**src/rtl/sqr_pkg.sv**
```systemverilog
// ---------------------------------------------------------------------------
// sqr_pkg
//
// Shared definitions for the iterative squarer (sqr_iter_square) and its
// datapath. The squarer is the inverse companion of the iterative sqrt unit
// and uses the same add-and-step-by-2 style of datapath.
//
// Contents:
//   state_t   - control FSM states (IDLE, ADD, DONE)
//   SQR_N     - default root width in bits
//   sqrWideW  - result/accumulator width for a given root width (2N)
//   sqrOddW   - odd-term register width for a given root width (N+1)
//
// Optional feature macro used by the files that import this package:
//   SQR_VERIFY_EN - adds a self-check of the finished square
// ---------------------------------------------------------------------------
package sqr_pkg;

  // Control states. IDLE waits for go, ADD accumulates one odd term per
  // cycle, DONE presents the finished square for exactly one cycle.
  typedef enum logic [1:0] {
    IDLE = 2'd0,
    ADD  = 2'd1,
    DONE = 2'd2
  } state_t;

  // Default root width; the result is twice this wide.
  localparam int SQR_N = 4;

  // Width of the running sum and of the result. The largest square,
  // (2^N-1)^2, is strictly below 2^(2N), so the sum never overflows.
  function automatic int sqrWideW(input int n);
    return 2 * n;
  endfunction

  // Width of the odd-term register. The last term added for the largest
  // root is 2*(2^N-1)-1, and the register is stepped once more after it to
  // 2*(2^N-1)+1, which still fits in N+1 bits, so it never wraps.
  function automatic int sqrOddW(input int n);
    return n + 1;
  endfunction

endpackage : sqr_pkg

```
**src/rtl/sqr_datapath.sv**
```systemverilog
// ---------------------------------------------------------------------------
// sqr_datapath
//
// Register datapath of the iterative squarer. Computes n^2 as the sum of
// the first n odd numbers: 1 + 3 + 5 + ... + (2n-1). The control FSM in the
// top level drives three enables; this block holds no sequencing of its own.
//
// Parameters:
//   N           root width in bits
//
// Ports:
//   clk         rising-edge clock
//   reset       asynchronous, active-low reset
//   i_ld        load a new job: cnt <= i_root, acc <= 0, odd <= 1
//   i_step      add one odd term: acc += odd, odd += 2, cnt -= 1
//   i_outLd     copy the running sum into the result register
//   i_root      root operand, used only on i_ld
//   o_cntZero   high when no terms remain
//   o_sqOut     last completed square, held until the next i_outLd
//   o_acc       running sum (only with SQR_VERIFY_EN, for the self-check)
//
// Optional feature macro: SQR_VERIFY_EN
// ---------------------------------------------------------------------------
module sqr_datapath
  import sqr_pkg::*;
#(
  parameter int N = SQR_N
) (
  input  logic                 clk,
  input  logic                 reset,
  input  logic                 i_ld,
  input  logic                 i_step,
  input  logic                 i_outLd,
  input  logic [N-1:0]         i_root,
  output logic                 o_cntZero,
  output logic [2*N-1:0]       o_sqOut
`ifdef SQR_VERIFY_EN
  ,
  output logic [2*N-1:0]       o_acc
`endif
);

  localparam int W2 = sqrWideW(N);
  localparam int W1 = sqrOddW(N);

  logic [N-1:0]  r_cnt;
  logic [W2-1:0] r_acc;
  logic [W1-1:0] r_odd;
  logic [W2-1:0] r_sqOut;
  logic [W2-1:0] w_oddWide;

  // The odd term is narrower than the sum; it is zero-extended before the
  // add so the accumulation happens at full result width.
  assign w_oddWide = W2'(r_odd);

  // The job ends once the remaining-term count reaches zero.
  assign o_cntZero = (r_cnt == '0);

  // Working registers. A load always wins over a step so a new job starts
  // from a clean state. The result register is separate so the previous
  // square stays visible while the next job is accumulating.
  always_ff @(posedge clk or negedge reset) begin
    if (!reset) begin
      r_cnt   <= '0;
      r_acc   <= '0;
      r_odd   <= W1'(1);
      r_sqOut <= '0;
    end else begin
      if (i_ld) begin
        r_cnt <= i_root;
        r_acc <= '0;
        r_odd <= W1'(1);
      end else if (i_step) begin
        r_acc <= r_acc + w_oddWide;
        r_odd <= r_odd + W1'(2);
        r_cnt <= r_cnt - N'(1);
      end
      if (i_outLd) begin
        r_sqOut <= r_acc;
      end
    end
  end

  assign o_sqOut = r_sqOut;

`ifdef SQR_VERIFY_EN
  assign o_acc = r_acc;
`endif

endmodule : sqr_datapath

```
**src/rtl/sqr_iter_square.sv**
```systemverilog
// ---------------------------------------------------------------------------
// sqr_iter_square
//
// Iterative integer squarer with a start/done handshake. Takes an N-bit
// root and produces its 2N-bit square by odd-number accumulation, one term
// per clock. Sits beside the iterative sqrt unit, which feeds roots back in
// to regenerate squares for self-check and display paths.
//
// Timing: a go accepted at edge k yields done in cycle k+root_in+2; a root
// of zero gives done two cycles after go with a result of zero. go is only
// looked at in IDLE; requests while busy or in DONE are dropped. With go
// held high, a new job starts in the single IDLE cycle after each DONE.
//
// Parameters:
//   N         root width in bits (result is 2N bits)
//
// Ports:
//   clk       rising-edge clock
//   reset     asynchronous, active-low reset; aborts any job, no done pulse
//   go        start request, sampled only in IDLE
//   root_in   operand, captured on the accepted go
//   busy      high from the cycle after go is accepted through DONE
//   done      one-cycle pulse, sq_out valid in this cycle
//   sq_out    last completed square, held until the next completion
//   err       (SQR_VERIFY_EN only) result disagreed with a direct multiply
//
// Optional feature macro: SQR_VERIFY_EN
//   When defined, the accepted root is kept in a separate register and the
//   finished sum is compared against root*root during DONE. err holds the
//   outcome until the next DONE or reset. When undefined, neither the
//   capture register nor the multiplier exists.
// ---------------------------------------------------------------------------
module sqr_iter_square
  import sqr_pkg::*;
#(
  parameter int N = SQR_N
) (
  input  logic               clk,
  input  logic               reset,
  input  logic               go,
  input  logic [N-1:0]       root_in,
  output logic               busy,
  output logic               done,
  output logic [2*N-1:0]     sq_out
`ifdef SQR_VERIFY_EN
  ,
  output logic               err
`endif
);

  localparam int W2 = sqrWideW(N);

  state_t        r_state;
  logic          w_ld;
  logic          w_step;
  logic          w_outLd;
  logic          w_cntZero;
  logic [W2-1:0] w_sqOut;

`ifdef SQR_VERIFY_EN
  logic [N-1:0]  r_rootQ;
  logic          r_err;
  logic [W2-1:0] w_acc;
  logic [W2-1:0] w_refSq;
`endif

  // Datapath enables decoded from the current state. The final ADD cycle
  // (count already zero) moves the finished sum into the result register,
  // so sq_out is already valid when the FSM reaches DONE.
  assign w_ld    = (r_state == IDLE) && go;
  assign w_step  = (r_state == ADD) && !w_cntZero;
  assign w_outLd = (r_state == ADD) && w_cntZero;

  // busy and done come straight from the state register so they drop
  // together with the state on an asynchronous reset.
  assign busy = (r_state != IDLE);
  assign done = (r_state == DONE);

  // Control FSM. DONE always returns to IDLE, which guarantees one IDLE
  // cycle between jobs even with go held high.
  always_ff @(posedge clk or negedge reset) begin
    if (!reset) begin
      r_state <= IDLE;
    end else begin
      case (r_state)
        IDLE: begin
          if (go) begin
            r_state <= ADD;
          end
        end
        ADD: begin
          if (w_cntZero) begin
            r_state <= DONE;
          end
        end
        DONE: begin
          r_state <= IDLE;
        end
        default: begin
          r_state <= IDLE;
        end
      endcase
    end
  end

  sqr_datapath #(
    .N (N)
  ) u_datapath (
    .clk       (clk),
    .reset     (reset),
    .i_ld      (w_ld),
    .i_step    (w_step),
    .i_outLd   (w_outLd),
    .i_root    (root_in),
    .o_cntZero (w_cntZero),
    .o_sqOut   (w_sqOut)
`ifdef SQR_VERIFY_EN
    ,
    .o_acc     (w_acc)
`endif
  );

  assign sq_out = w_sqOut;

`ifdef SQR_VERIFY_EN
  // Reference square from a direct multiply of the captured root. The
  // count register is consumed during the job, so the root needs its own
  // copy to still be available in DONE.
  assign w_refSq = W2'(r_rootQ) * W2'(r_rootQ);

  // Capture the root with the job and register the comparison in DONE;
  // the flag then holds until the next DONE or a reset.
  always_ff @(posedge clk or negedge reset) begin
    if (!reset) begin
      r_rootQ <= '0;
      r_err   <= 1'b0;
    end else begin
      if (w_ld) begin
        r_rootQ <= root_in;
      end
      if (r_state == DONE) begin
        r_err <= (w_acc != w_refSq);
      end
    end
  end

  assign err = r_err;
`endif

endmodule : sqr_iter_square
```
**config.mk**
```make
export PLATFORM = sky130hd
export DESIGN_NAME = sqr_iter_square
export DESIGN_NICKNAME = d
export VERILOG_FILES = /design/src/rtl/sqr_pkg.sv /design/src/rtl/sqr_datapath.sv /design/src/rtl/sqr_iter_square.sv
export SDC_FILE = /design/constraint.sdc
export NUM_CORES = 1
export LEC_CHECK = 0
export CAP_MARGIN = 20
export CORE_ASPECT_RATIO = 0.6
export CORE_MARGIN = 3
export CORE_UTILIZATION = 54
export DETAILED_ROUTE_END_ITERATION = 12
export HOLD_SLACK_MARGIN = 0.05
export PLACE_DENSITY_LB_ADDON = 0.25
export SLEW_MARGIN = 15
export SYNTH_ARGS = -nofsm -noshare
export SYNTH_HDL_FRONTEND = slang
export SYNTH_SLANG_ARGS = --single-unit
```
**constraint.sdc**
```tcl
create_clock -name clk -period 2.4 [get_ports clk]
set_input_delay 0.24 -clock clk [delete_from_list [all_inputs] [get_ports clk]]
set_output_delay 0.24 -clock clk [all_outputs]
set_load 0.05 [all_outputs]
```
=== Yosys cells after proc, flatten, opt, wreduce, memory -nomap -nowiden ===
Cells that the tools add are included.

* Flip-flop bits (word level): 27
* Bits of input ports: 7
* Output and inout port bits: 10

* $add $sub $neg: 3
* Equality and inequality tests: 4
* Muxes and demuxes: 9
* Reduce and logical (&&, ||, !) cells: 9

{| class="wikitable"
|+ Operators with widths
! kind !! number
|-
| 2-to-1 mux 8 bit || 2
|-
| 2-to-1 mux 5 bit || 2
|-
| adder 8 x 5 -> 8 bit || 1
|-
| 2-to-1 mux 4 bit || 2
|-
| adder 5 x 2 -> 5 bit (second input constant) || 1
|-
| logical NOT 4 bit || 1
|-
| 2-to-1 mux 2 bit || 2
|-
| inequality test 2 bit (second input constant) || 2
|-
| one-hot mux 2 bit (2 select lines) || 1
|-
| nonzero test 2 bit || 2
|-
| subtractor 4 x 1 -> 4 bit (second input constant) || 1
|-
| logical AND 1 bit || 3
|-
| == test 2 x 1 -> 1 bit (second input constant) || 1
|-
| == test 2 bit (second input constant) || 1
|-
| logical NOT 2 bit || 1
|-
| AND reduction 2 bit || 1
|-
| logical NOT 1 bit || 1
|}

=== Longest topological paths before layout ===
* Depth after elaboration: 5
* Mapped depth: 8
* Depth with buffers taken out: 7

=== By module ===
A second synthesis with hierarchy kept.

* Cell total of the unflattened synthesis: 125
* Area, all modules: 1375.1 um2

{| class="wikitable"
|+ By module, submodules not included
! module !! instances !! cells an instance !! area each (um2) !! seq. area each (um2)
|-
| sqr_datapath || 1 || 113 || 1252.5 || 626.9
|-
| sqr_iter_square || 1 || 12 || 122.6 || 50.0
|}

=== Least setup slack after synthesis ===
OpenSTA, ideal clock, no wires.

* Path kind: reg2reg
* From: register u_datapath.r_odd[0]
* To: register u_datapath.r_acc[4]
* Data arrival time: 1700 ps
* Data required time: 2280 ps
* Slack: 580 ps
* Stages on the path, launching flop included: 8
* Clock period less this slack: 1820 ps
* Cells stage by stage: dfstp_2 > ha_1 > inv_1 > fa_1 > nand2b_1 > a21oi_1 > a211oi_1 > a31o_2

* Longest elaborated chain between the ends: 3

{| class="wikitable"
|+ RTL lines
! element !! RTL line !! RTL
|-
| from (decl) || sqr_datapath.sv:48 || <nowiki>logic [W1-1:0] r_odd;</nowiki>
|-
| from (signal assigned) || sqr_datapath.sv:75 || <nowiki>r_odd <= r_odd + W1'(2);</nowiki>
|-
| adder 8 x 5 -> 8 bit || sqr_datapath.sv:74 || <nowiki>r_acc <= r_acc + w_oddWide;</nowiki>
|-
| 2-to-1 mux 8 bit || sqr_datapath.sv:73 || <nowiki>end else if (i_step) begin</nowiki>
|-
| 2-to-1 mux 8 bit || sqr_datapath.sv:69 || <nowiki>if (i_ld) begin</nowiki>
|-
| to (signal assigned) || sqr_datapath.sv:74 ||
|-
| to (decl) || sqr_datapath.sv:47 || <nowiki>logic [W2-1:0] r_acc;</nowiki>
|}

Every way passes these cells. The select of a mux whose other input is x is not followed.
A chain may end at the register's enable or synchronous reset.

=== Worst setup path in the final report ===
Same ends and word-level chain as after synthesis.

==> out/results.tsv <==
metric	value	unit
status	finished clean	
startpoint_type	flop	
crit_chain	ha_1 > inv_1 > fa_1 > nand2b_1 > a21oi_1 > a211oi_1 > a31o_2	
ff2ff_path_depth	7	
clock_skew	0.00344	ns
grt_usage	0.192	
power.total	0.00253	W
slew_headroom	0.666	
fp.dieW	71.8	um
final.min_clock_period	2.03	ns
path_depth	7	
clock-sinks	27	
antenna_found_initial	0	
synth.yosys.warnings	0	
fmax	493	MHz
fin_crit_sh	0.846	
grt_pass1_vias	983	
register_area	677	um2
antenna_cells	0	
synthTopCellsByArea	dfrtp_1 (46%), ha_1 (6.2%), mux2_2 (5.6%)	
postCtsSetupBuffers	0	
synthesis.nets	146	
drive_above_1_share	0.153	
p_sw	0.00115	W
design.die.area	3260	um2
tightest_slew	0.500	ns
ant_nets	0	
worst-path-buf-inv	1	
wl	2730	um
finalNetCount	166	
io_pins	17	
drtIter0Drc	57	
synthArstFlopShare	1.00	
cts_buffer_depth	2	
cap_viol_max_count	0	
fin_util	0.710	
initial_core_util	0.607	
internal_power	0.00138	W
drv_slew	0	
hpwl	2010	um
h-tree-depth	1	
mostFrequentLayoutCells	dfrtp_1 (26), clkdlybuf4s50_1 (16), nand2_1 (14)	
p_clk_frac	0.101	
num_rows	13	
die_y	45.5	um
slowest_stage	dfstp_2	
synth_top_area_frac	0.464	
timing.rr.start	u_datapath.r_odd[0]	
slowest_delay	0.54	ns
worstPathRequired	2.57	ns
rsz0062_at_grt	false	
design_area	1640	um2
switching_share	0.453	
route.detailed.drc	0	
hold_viol	0	
num_vias	969	
setup_viol	0	
tns	0	ns
synth_cell_type_count	37	
cts_buffers	3	
layout_commonest_cell	dfrtp_1	
grt_pass1_wl	4720	um
cellLeakagePower	0.767	nW
ys.flop_type	dfrtp_1	
grt_overflow	0	
syn_area	1400	um2
worstPathArrival	2.20	ns
fill_cells	171	
synth-seq-area-share	0.483	
crit_type	flop to flop	
worst_setup_path_end_kind	flop	
cts_root_buffer	clkbuf_8	
reg2reg_to	u_datapath.r_acc[4]	
post_drt_wl_per_cell	15.2	um
cts_tree	yes	
cts-resized-gates	0	
via_per_inst	5.38	
met1_length	1400	um
finalWeightedCongestion	0.847	
cp_max_fo	3	
power.density	1540	nW/um2
ir_drop	0.000798	V
r2r_slack	0.37	ns
routed-wl-met3	82	um
p_seq_frac	0.325	
highest_layer	met4	
dr.pass1.iters	4	
multi_input_area	664	um2
ys_ff_latch	27	
combPwrFrac	0.575	
dpl-instance-area	1600	um2
path_clk_slew	0.09	ns
area_growth	16.9	%
yosys.area.top_type	dfrtp_1	
hold_buffers	0	
wl_met2	1240	um
whs	0.323	ns
cp_top_family	compound AO/OA/AOI/OAI gates	
io_buffers	16	
core-area	2310	um2
synth_cells	131	
clock_latency	0.27	ns
grt_max_degree	28	
avgSynthCellArea	10.7	um2
hold_class	primary input to async pin	
synth_edf_count	0	
## synth_stat cells, types with 2 or more instances
master    instances
a21oi_1           5
xor2_1            4
inv_1             7
nor2_1           10
a211oi_1          2
o21ai_0           6
nand2_1          14
nand2b_1          4
buf_6             2
ha_1              7
mux2i_1           3
xnor2_1           2
nand3_1           7
clkbuf_1          2
nor2b_1           3
dfrtp_1          26
mux2_2            7
## power groups by stage
stage / Sequential (W) / Clock (W) / Combinational, W
2_1_floorplan: 0.00100 / 0 / 0.000910
3_3_place_gp: 0.000816 / 0 / 0.00140
3_5_place_dp: 0.000830 / 0 / 0.00144
4_1_cts: 0.000822 / 0.000263 / 0.00145
5_1_grt: 0.000849 / 0.000286 / 0.00159
6_report: 0.000821 / 0.000255 / 0.00145
## how the worst max path moves through the flow
stage,start,to,slack (ns)
after detailed placement,u_datapath.r_odd[0],u_datapath.r_acc[4],0.44
after CTS,u_datapath.r_odd[0],u_datapath.r_acc[4],0.40
final,u_datapath.r_odd[0],u_datapath.r_acc[4],0.37
after global routing,u_datapath.r_odd[0],u_datapath.r_acc[4],0.27
after global placement,u_datapath.r_odd[0],u_datapath.r_acc[4],0.54
after floorplan,u_datapath.r_odd[0],u_datapath.r_acc[4],0.58
## flip-flops by register name, indices dropped and copies added (netlist names)
register,count
r_state,2
u_datapath.o_sqOut,8
u_datapath.r_acc,8
u_datapath.r_cnt,4
u_datapath.r_odd,5
## area by class of cell
class | instances | share of cell area
flip-flops and latches | 27 | 0.413
well taps | 30 | 0.0229
clock buffers | 4 | 0.0275
inverters | 7 | 0.0160
repair buffers | 20 | 0.116
multi-input cells | 92 | 0.405
## worst register-to-register path, cell delays in order (launching register included)
cell	delay, ns
dfstp_2	0.54
ha_1	0.16
inv_1	0.06
fa_1	0.39
nand2b_1	0.19
a21oi_1	0.27
a211oi_1	0.09
a31o_2	0.22
## cell families after synthesis
| kind of cell | share of synthesized area |
|---|---|
| simple gates | 0.161 |
| mux | 0.0776 |
| fa+ha+maj | 0.0767 |
| compound gates | 0.121 |
| flops | 0.483 |
| xor+xnor | 0.0375 |
| buf+inv | 0.0437 |
## through the flow
stage               std cells  setup slack (ns)
global placement          176             0.545
finish                    180             0.371
floorplan                 131             0.580
detailed placement        176             0.440
CTS                       180             0.404
global route              180             0.271
## layer usage
metal	vias to the layer above	GRT usage
li1	485	-
met1	470	0.266
met2	12	0.316
met3	2	0.0529
met4	0	0.0225
met5	-	0
Note: power is estimated with default switching activity, not from simulation.
